$ cat src/rtl/shift_add_multiplier_4bit_pkg.sv
// Shared constants for the shift-and-add multiplier: widths, iteration
// count, FSM encodings and the partial-product gating helper.
package shift_add_multiplier_4bit_pkg;

   localparam int MUL_W  = 4;
   localparam int PROD_W = 8;
   localparam int ITER_N = 4;
   localparam int CNT_W  = 2;

   // Counter value of the final iteration (ITER_N - 1).
   localparam logic [CNT_W-1:0] LAST_CNT = 2'd3;

   // FSM encodings; the unused code 2'b11 falls back to IDLE.
   localparam logic [1:0] ST_IDLE = 2'b00;
   localparam logic [1:0] ST_CALC = 2'b01;
   localparam logic [1:0] ST_FIN  = 2'b10;

   // Partial product for one iteration: the multiplicand when the current
   // multiplier bit is set, otherwise zero.
   function automatic logic [MUL_W-1:0] gate_operand(input logic [MUL_W-1:0] m,
                                                     input logic             en);
      logic [MUL_W-1:0] r;
      if (en) begin
         r = m;
      end else begin
         r = 4'b0000;
      end
      return r;
   endfunction

endpackage

$ cat src/rtl/ripple_carry_adder_4bit.sv
// 4-bit ripple-carry adder: S = A + B + CI, carry out on CO.
module ripple_carry_adder_4bit (
   input  logic [3:0] A,
   input  logic [3:0] B,
   input  logic       CI,
   output logic [3:0] S,
   output logic       CO
);

   logic [4:0] c_s;

   assign c_s[0] = CI;

   for (genvar i = 0; i < 4; i++) begin : g_fa
      assign S[i]     = A[i] ^ B[i] ^ c_s[i];
      assign c_s[i+1] = (A[i] & B[i]) | (c_s[i] & (A[i] ^ B[i]));
   end

   assign CO = c_s[4];

endmodule

$ cat src/rtl/shift_add_multiplier_4bit.sv
// Sequential 4x4 unsigned shift-and-add multiplier. One iteration per
// clock through the shared ripple-carry adder; START/DONE handshake.
module shift_add_multiplier_4bit
   import shift_add_multiplier_4bit_pkg::*;
(
   input  logic              CLK,
   input  logic              RST_N,
   input  logic              START,
   input  logic [MUL_W-1:0]  A,
   input  logic [MUL_W-1:0]  B,
   output logic              BUSY,
   output logic              DONE,
   output logic [PROD_W-1:0] P
);

   logic [1:0]        state_q, state_d;
   logic [MUL_W-1:0]  acc_q,   acc_d;
   logic [MUL_W-1:0]  q_q,     q_d;
   logic [MUL_W-1:0]  m_q,     m_d;
   logic [CNT_W-1:0]  cnt_q,   cnt_d;
   logic [PROD_W-1:0] p_q,     p_d;
   logic              busy_q,  busy_d;
   logic              done_q,  done_d;

   logic [MUL_W-1:0]  addend_s;
   logic [MUL_W-1:0]  sum_s;
   logic              co_s;

   assign addend_s = gate_operand(m_q, q_q[0]);

   // ACC + M never exceeds 30, so {CO,S} always holds the exact sum.
   ripple_carry_adder_4bit u_adder (
      .A  (acc_q),
      .B  (addend_s),
      .CI (1'b0),
      .S  (sum_s),
      .CO (co_s)
   );

   // Next-state, datapath and output decode for the IDLE/CALC/FIN sequence.
   always_comb begin
      state_d = state_q;
      acc_d   = acc_q;
      q_d     = q_q;
      m_d     = m_q;
      cnt_d   = cnt_q;
      p_d     = p_q;
      case (state_q)
         ST_IDLE: begin
            if (START) begin
               m_d     = A;
               q_d     = B;
               acc_d   = 4'b0000;
               cnt_d   = 2'd0;
               state_d = ST_CALC;
            end else begin
               state_d = ST_IDLE;
            end
         end
         ST_CALC: begin
            acc_d = {co_s, sum_s[3:1]};
            q_d   = {sum_s[0], q_q[3:1]};
            cnt_d = cnt_q + 2'd1;
            if (cnt_q == LAST_CNT) begin
               p_d     = {co_s, sum_s[3:1], sum_s[0], q_q[3:1]};
               state_d = ST_FIN;
            end else begin
               state_d = ST_CALC;
            end
         end
         ST_FIN: begin
            state_d = ST_IDLE;
         end
         default: begin
            state_d = ST_IDLE;
         end
      endcase
      // Flags are registered from the next state so they align with it.
      busy_d = (state_d != ST_IDLE);
      done_d = (state_d == ST_FIN);
   end

   // State, datapath and output registers; reset aborts any multiply.
   always_ff @(posedge CLK or negedge RST_N) begin
      if (!RST_N) begin
         state_q <= ST_IDLE;
         acc_q   <= 4'b0000;
         q_q     <= 4'b0000;
         m_q     <= 4'b0000;
         cnt_q   <= 2'd0;
         p_q     <= 8'h00;
         busy_q  <= 1'b0;
         done_q  <= 1'b0;
      end else begin
         state_q <= state_d;
         acc_q   <= acc_d;
         q_q     <= q_d;
         m_q     <= m_d;
         cnt_q   <= cnt_d;
         p_q     <= p_d;
         busy_q  <= busy_d;
         done_q  <= done_d;
      end
   end

   assign BUSY = busy_q;
   assign DONE = done_q;
   assign P    = p_q;

endmodule

$ cat config.mk
export PLATFORM = sky130hd
export DESIGN_NAME = shift_add_multiplier_4bit
export DESIGN_NICKNAME = d
export VERILOG_FILES = /design/src/rtl/shift_add_multiplier_4bit_pkg.sv /design/src/rtl/ripple_carry_adder_4bit.sv /design/src/rtl/shift_add_multiplier_4bit.sv
export SDC_FILE = /design/constraint.sdc
export NUM_CORES = 1
export LEC_CHECK = 0
export ABC_AREA = 0
export CORE_ASPECT_RATIO = 1.2
export CORE_UTILIZATION = 40
export CTS_BUF_LIST = sky130_fd_sc_hd__clkbuf_4 sky130_fd_sc_hd__clkbuf_8
export CTS_CLUSTER_SIZE = 28
export DETAILED_ROUTE_END_ITERATION = 12
export PLACE_DENSITY = 0.63
export SYNTH_ARGS = -nofsm -noshare
export SYNTH_HDL_FRONTEND = slang
export SYNTH_HIERARCHICAL = 1
export SYNTH_SLANG_ARGS = --single-unit
$ cat constraint.sdc
create_clock -name CLK -period 3.4 [get_ports CLK]
set_clock_uncertainty 0.1 [all_clocks]
set_input_delay 0.68 -clock CLK [delete_from_list [all_inputs] [get_ports CLK]]
set_output_delay 0.68 -clock CLK [all_outputs]
set_load 0.01 [all_outputs]
After elaboration in Yosys (flattened, before gate mapping)
Cells that the tools add are included.
Word-level totals
  bits in registers: 26
  input port bits: 11
Operators by class
  add/sub/neg operators: 1
  equal/unequal tests: 4
  muxes and demuxes: 10
  bitwise gates (word level): 17
  reductions and logical operators: 6
Operator list (number)
  one-hot mux 4 bit (2 select lines): 2
  2-to-1 mux 4 bit: 3
  one-hot mux 2 bit (2 select lines): 2
  bitwise AND 1 bit: 7
  bitwise XOR 1 bit: 7
  AND reduction 2 bit: 3
  equality test 2 bit, second input constant: 2
  2-to-1 mux 2 bit: 2
  nonzero test 2 bit: 2
  bitwise OR 1 bit: 3
  adder 2 x 1 -> 2 bit, second input constant: 1
  equality test 2 x 1 -> 1 bit, second input constant: 1
  zero test 2 bit: 1
  inequality test 2 bit, second input constant: 1
  2-to-1 mux 1 bit: 1

Logic depth before layout (Yosys ltp)
  depth after elaboration: 9
  mapped depth: 10
  depth with buffers taken out: 10

Modules after synthesis
Netlist, hierarchy kept.
By module, submodules not included
  shift_add_multiplier_4bit: instances 1, cells an instance 71, area each 1077.3 µm², sequential area each 650.6 µm²
  ripple_carry_adder_4bit: instances 1, cells an instance 14, area each 117.6 µm², sequential area each 0.0 µm²

Least setup slack after synthesis
No wires, ideal clock.
  path kind: register to register
  from: register q_q[0]
  to: register p_q[6] (netlist: P[6])
  data arrival time: 2152 ps
  required time: 3236 ps
  setup slack: 1084 ps
  cell stages (with the launch flop): 11
  buffers on the path: 0
  period minus slack after synthesis: 2316 ps
  path through: dfrtp_1 -> and2_1 -> fa_1 -> inv_1 -> fa_1 -> inv_1 -> fa_1 -> inv_1 -> fa_1 -> inv_1 -> mux2_2
On the way
  cells in the longest elaborated chain, start to end: 7
  elaborated cells on any way between the ends: 12
  classes of those cells: 1 x mux; 11 x bitwise
Ends and longest elaborated chain
  start, declared: line shift_add_multiplier_4bit.sv:18  | logic [MUL_W-1:0] q_q, q_d;
  start signal, assigned: line shift_add_multiplier_4bit.sv:97  | q_q <= q_d;
  2-to-1 mux 4 bit: line shift_add_multiplier_4bit_pkg.sv:23  | if (en) begin
  net addend_s[0]: line shift_add_multiplier_4bit.sv:25  | logic [MUL_W-1:0] addend_s;
  bitwise AND 1 bit (2 in a row): line ripple_carry_adder_4bit.sv:16  | assign c_s[i+1] = (A[i] & B[i]) | (c_s[i] & (A[i] ^ B[i]));
  bitwise OR 1 bit: line ripple_carry_adder_4bit.sv:16
  bitwise AND 1 bit: line ripple_carry_adder_4bit.sv:16
  bitwise OR 1 bit: line ripple_carry_adder_4bit.sv:16
  bitwise XOR 1 bit: line ripple_carry_adder_4bit.sv:15  | assign S[i] = A[i] ^ B[i] ^ c_s[i];
  net sum_s[3]: line shift_add_multiplier_4bit.sv:26  | logic [MUL_W-1:0] sum_s;
  end signal, assigned: line shift_add_multiplier_4bit.sv:100  | p_q <= p_d;
  end, declared: line shift_add_multiplier_4bit.sv:21  | logic [PROD_W-1:0] p_q, p_d;
The timed path passes the listed nets, and every way through them passes these cells.
A chain may end at the register's enable or synchronous reset.

Final worst setup path
Ends and elaborated chain as after synthesis.

==> metrics.md <==
| Metric | Value |
|---|---|
| Initial antenna violation count | `0` |
| Fin. max-slew vios | `0` |
| Post-synth cell types | `19` |
| Io pins | `21` |
| Initial DRC Count | `6` |
| Post-DRT Antenna Nets | `0` |
| Post-synthesis mux area share | `between 10% and 20%` |
| Synth warnings | `6` |
| CP peak stage delay | `roughly 430 ps` |
| Met3 WL | `~62 microns` |
| PortBufs | `20` |
| Clock Tree Root | `clkbuf_4` |
| Initial core utilization | `a little over two fifths` |
| Main combinational cell family by area after synthesis | `multiplexers` |
| Post-Synth Adder-Cell Area | `a little under 8%` |
| CP required | `about 3600 ps` |
| P per Cell Area | `between 900 and 1000 nW/um^2` |
| Commonest non-fill, non-tap cell in the layout | `dfrtp_1` |
| Gate Count Post-Synth | `85` |
| Crit path time final | `approximately 2500 ps` |
| # Post-CTS Setup Buffers | `0` |
| Status | `complete, no violations` |
| F_max | `between 400 and 500 MHz` |
| Std-Cell Rows | `21` |
| Detailed-route wire length per cell | `between 10 and 15 microns` |
| Synth-to-Final Area Change | `20.9%` |
| Worst min path class | `flip-flop to flip-flop` |
| Total number of vias | `around 710` |
| Grt ovf | `0` |
| Max-cap violations | `0` |
| DRC Markers | `0` |
| Final net count | `between 100 and 150` |
| Commonest cells after routing, fill and taps aside | `26 x dfrtp_1, 20 x clkdlybuf4s50_1, 13 x inv_1` |
| FF-to-FF setup slack | `~950 ps` |
| CP Launch Type | `flip-flop` |
| Footprint of the multi-input gates | `473 sq um` |
| Largest net degree at the start of global routing | `27` |
| Cts hold-fix bufs | `0` |
| Die Span Y | `approximately 62 microns` |
| Clk buf depth | `2` |
| H-tree depth | `1` |
| Routed length on met1 | `between 800 and 900 microns` |
| Slowest library cell on the worst path | `dfrtp_1` |
| Tcrit/Tclk final | `between 70% and 80%` |
| Synth Area in Compound Gates | `9.42%` |
| Slew headroom | `66.0%` |
| Hold EP | `cnt_q[0]` |
| Synthesized cell area | `between 1000 and 1500 sq um` |
| Filler cell count | `between 200 and 300` |
| Total power | `1310 uW` |
| WP depth | `10` |
| CTS tree | `built` |
| Top Metal Used | `met4` |
| First-pass GRT wire length | `roughly 3.1 mm` |
| Hold depth | `1` |
| Register area share after synthesis | `~54%` |
| Post-Synth XOR/XNOR Area | `0%` |
| Die area | `3210 sq um` |
| Syn Nets | `~100` |
| Setup total negative slack | `0 ps` |
| FF+latch count, synth | `26` |
| Number of detailed-route iterations in the first pass | `2` |
| Layout cells sized above 1 | `20.6%` |
| Post-DP Area | `~1400 sq um` |
| GRT Total Usage | `roughly 14%` |
| Crit path buf inv count | `4` |
| Post_cts resized | `0` |
| Final wirelength | `1.86 mm` |
| Reg-to-Reg Start | `q_q[0]` |
| RSZ-0062 raised after global routing | `false` |
| Gp weighted congestion | `about 0.73` |
| Post-route cell area | `between 1000 and 1500 sq um` |
| Peak supply drop | `~0.42 mV` |
| Wire length on met2 | `953 microns` |
| Num CTS Buffers | `3` |
| Simple-gate share of the synthesized area | `9.95%` |
| Worst-margin pin slew | `just over 500 ps` |
| Diode count | `0` |
| Static leakage | `~0.00065 uW` |
| Cell depth of the worst flop-to-flop path | `10` |
| Die X | `51.9 microns` |
| Endpoints failing setup | `0` |
| Clock latency on the worst-skew pair | `300 ps` |
| Vias in the first global route | `670` |
| Critical Path AT | `around 2600 ps` |
| Worst reg2reg endpoint | `P[6]` |
| Core area | `roughly 2800 sq um` |
| Crit path capture type | `flip-flop` |
| Setup Crit Path Kind | `flip-flop to flip-flop` |
| CTS Sinks | `26` |
| Register Area | `~650 sq um` |
| Detail Placement HPWL | `around 1.4 mm` |
| DR vias/cell | `around 5.0` |
| Mean Syn Cell Area | `~14 sq um` |
| Cell family with most CP delay | `adder cells` |
| Clk slew on worst S/H paths | `around 120 ps` |
| Hold violation total from the final report | `0` |
| Crit path cell chain | `and2_1 > fa_1 > inv_1 > fa_1 > inv_1 > fa_1 > inv_1 > fa_1 > inv_1 > mux2_2` |
| Critical path fanouts, max | `5` |
| Worst hold start | `cnt_q[0]` |
==> how the worst max path moves through the flow <==
stage | from | endpoint | slack [ps]
after floorplan | q_q[0] | P[6] | 1080
after global placement | m_q[0] | P[6] | 1030
after detailed placement | q_q[0] | P[6] | 950
after CTS | q_q[0] | P[6] | 920
after global routing | m_q[0] | P[6] | 830
final | q_q[0] | P[6] | 950
==> metal layers <==
layer	vias up	GRT usage, %
met4	0	8.11
met2	11	22.3
li1	336	-
met1	356	17.9
met3	2	2.19
met5	-	0
==> metrics by stage <==
| step | setup WS, ps | utilization, % | hold WS [ps] | std cells |
|---|---|---|---|---|
| after floorplan | 1080 | - | 284 | 85 |
| after global placement | 1030 | 50.6 | 385 | 138 |
| after detailed placement | 951 | 50.6 | 382 | 138 |
| after CTS | 921 | 51.4 | 414 | 141 |
| after global routing | 833 | 51.4 | 429 | 141 |
| final | 948 | 51.4 | 407 | 141 |
==> final cells by class <==
| cell class | count | area share, % |
|---|---|---|
| timing repair buffer | 21 | 14.4 |
| sequential | 26 | 45.0 |
| clock buffer | 3 | 1.56 |
| multi-input combinational | 44 | 32.7 |
| inverter | 13 | 3.38 |
| tap | 34 | 2.94 |
==> worst reg2reg max path, delay by kind of cell, from the launching register on <==
| family | cells | cell delay, ps |
|---|---|---|
| buf+inv | 4 | 270 |
| fa+ha+maj | 4 | 1300 |
| simple gates | 1 | 160 |
| mux | 1 | 140 |
| flops | 1 | 430 |
==> sequential cells by signal, indices dropped and copies added (netlist names) <==
register,flops
cnt_q,2
q_q,4
DONE,1
state_q,2
acc_q,4
P,8
BUSY,1
m_q,4
==> where the power goes <==
group          internal (uW)  switching [uW]
clock network           41.4            77.9
registers                458             106
logic                    369             260
total                    869             443
==> Yosys cell counts <==
cell type | number | share of area (%)
and2_1 | 4 | 2.1
a22o_1 | 5 | 3.7
fa_1 | 4 | 6.7
o221a_2 | 4 | 3.8
a21oi_1 | 1 | 0.42
or2b_1 | 1 | 0.63
nor3b_4 | 1 | 1.6
dfrtp_1 | 26 | 54
mux2i_1 | 1 | 0.84
o21bai_4 | 1 | 1.6
and2b_1 | 1 | 0.63
nand3b_1 | 1 | 0.63
mux2_2 | 12 | 11
or4b_1 | 4 | 3.4
ha_1 | 1 | 1.0
conb_1 | 1 | 0.31
nand2b_1 | 2 | 1.0
buf_6 | 2 | 1.9
inv_1 | 13 | 4.1
==> cells by family after synthesis <==
logic type | after synthesis
AOI/OAI and AO/OA | 11
adders and majority gates | 5
buffers and inverters | 15
DFF | 26
muxes | 13
other | 1
and+or+nand+nor | 14
Note: power is estimated with default switching activity, not from simulation.
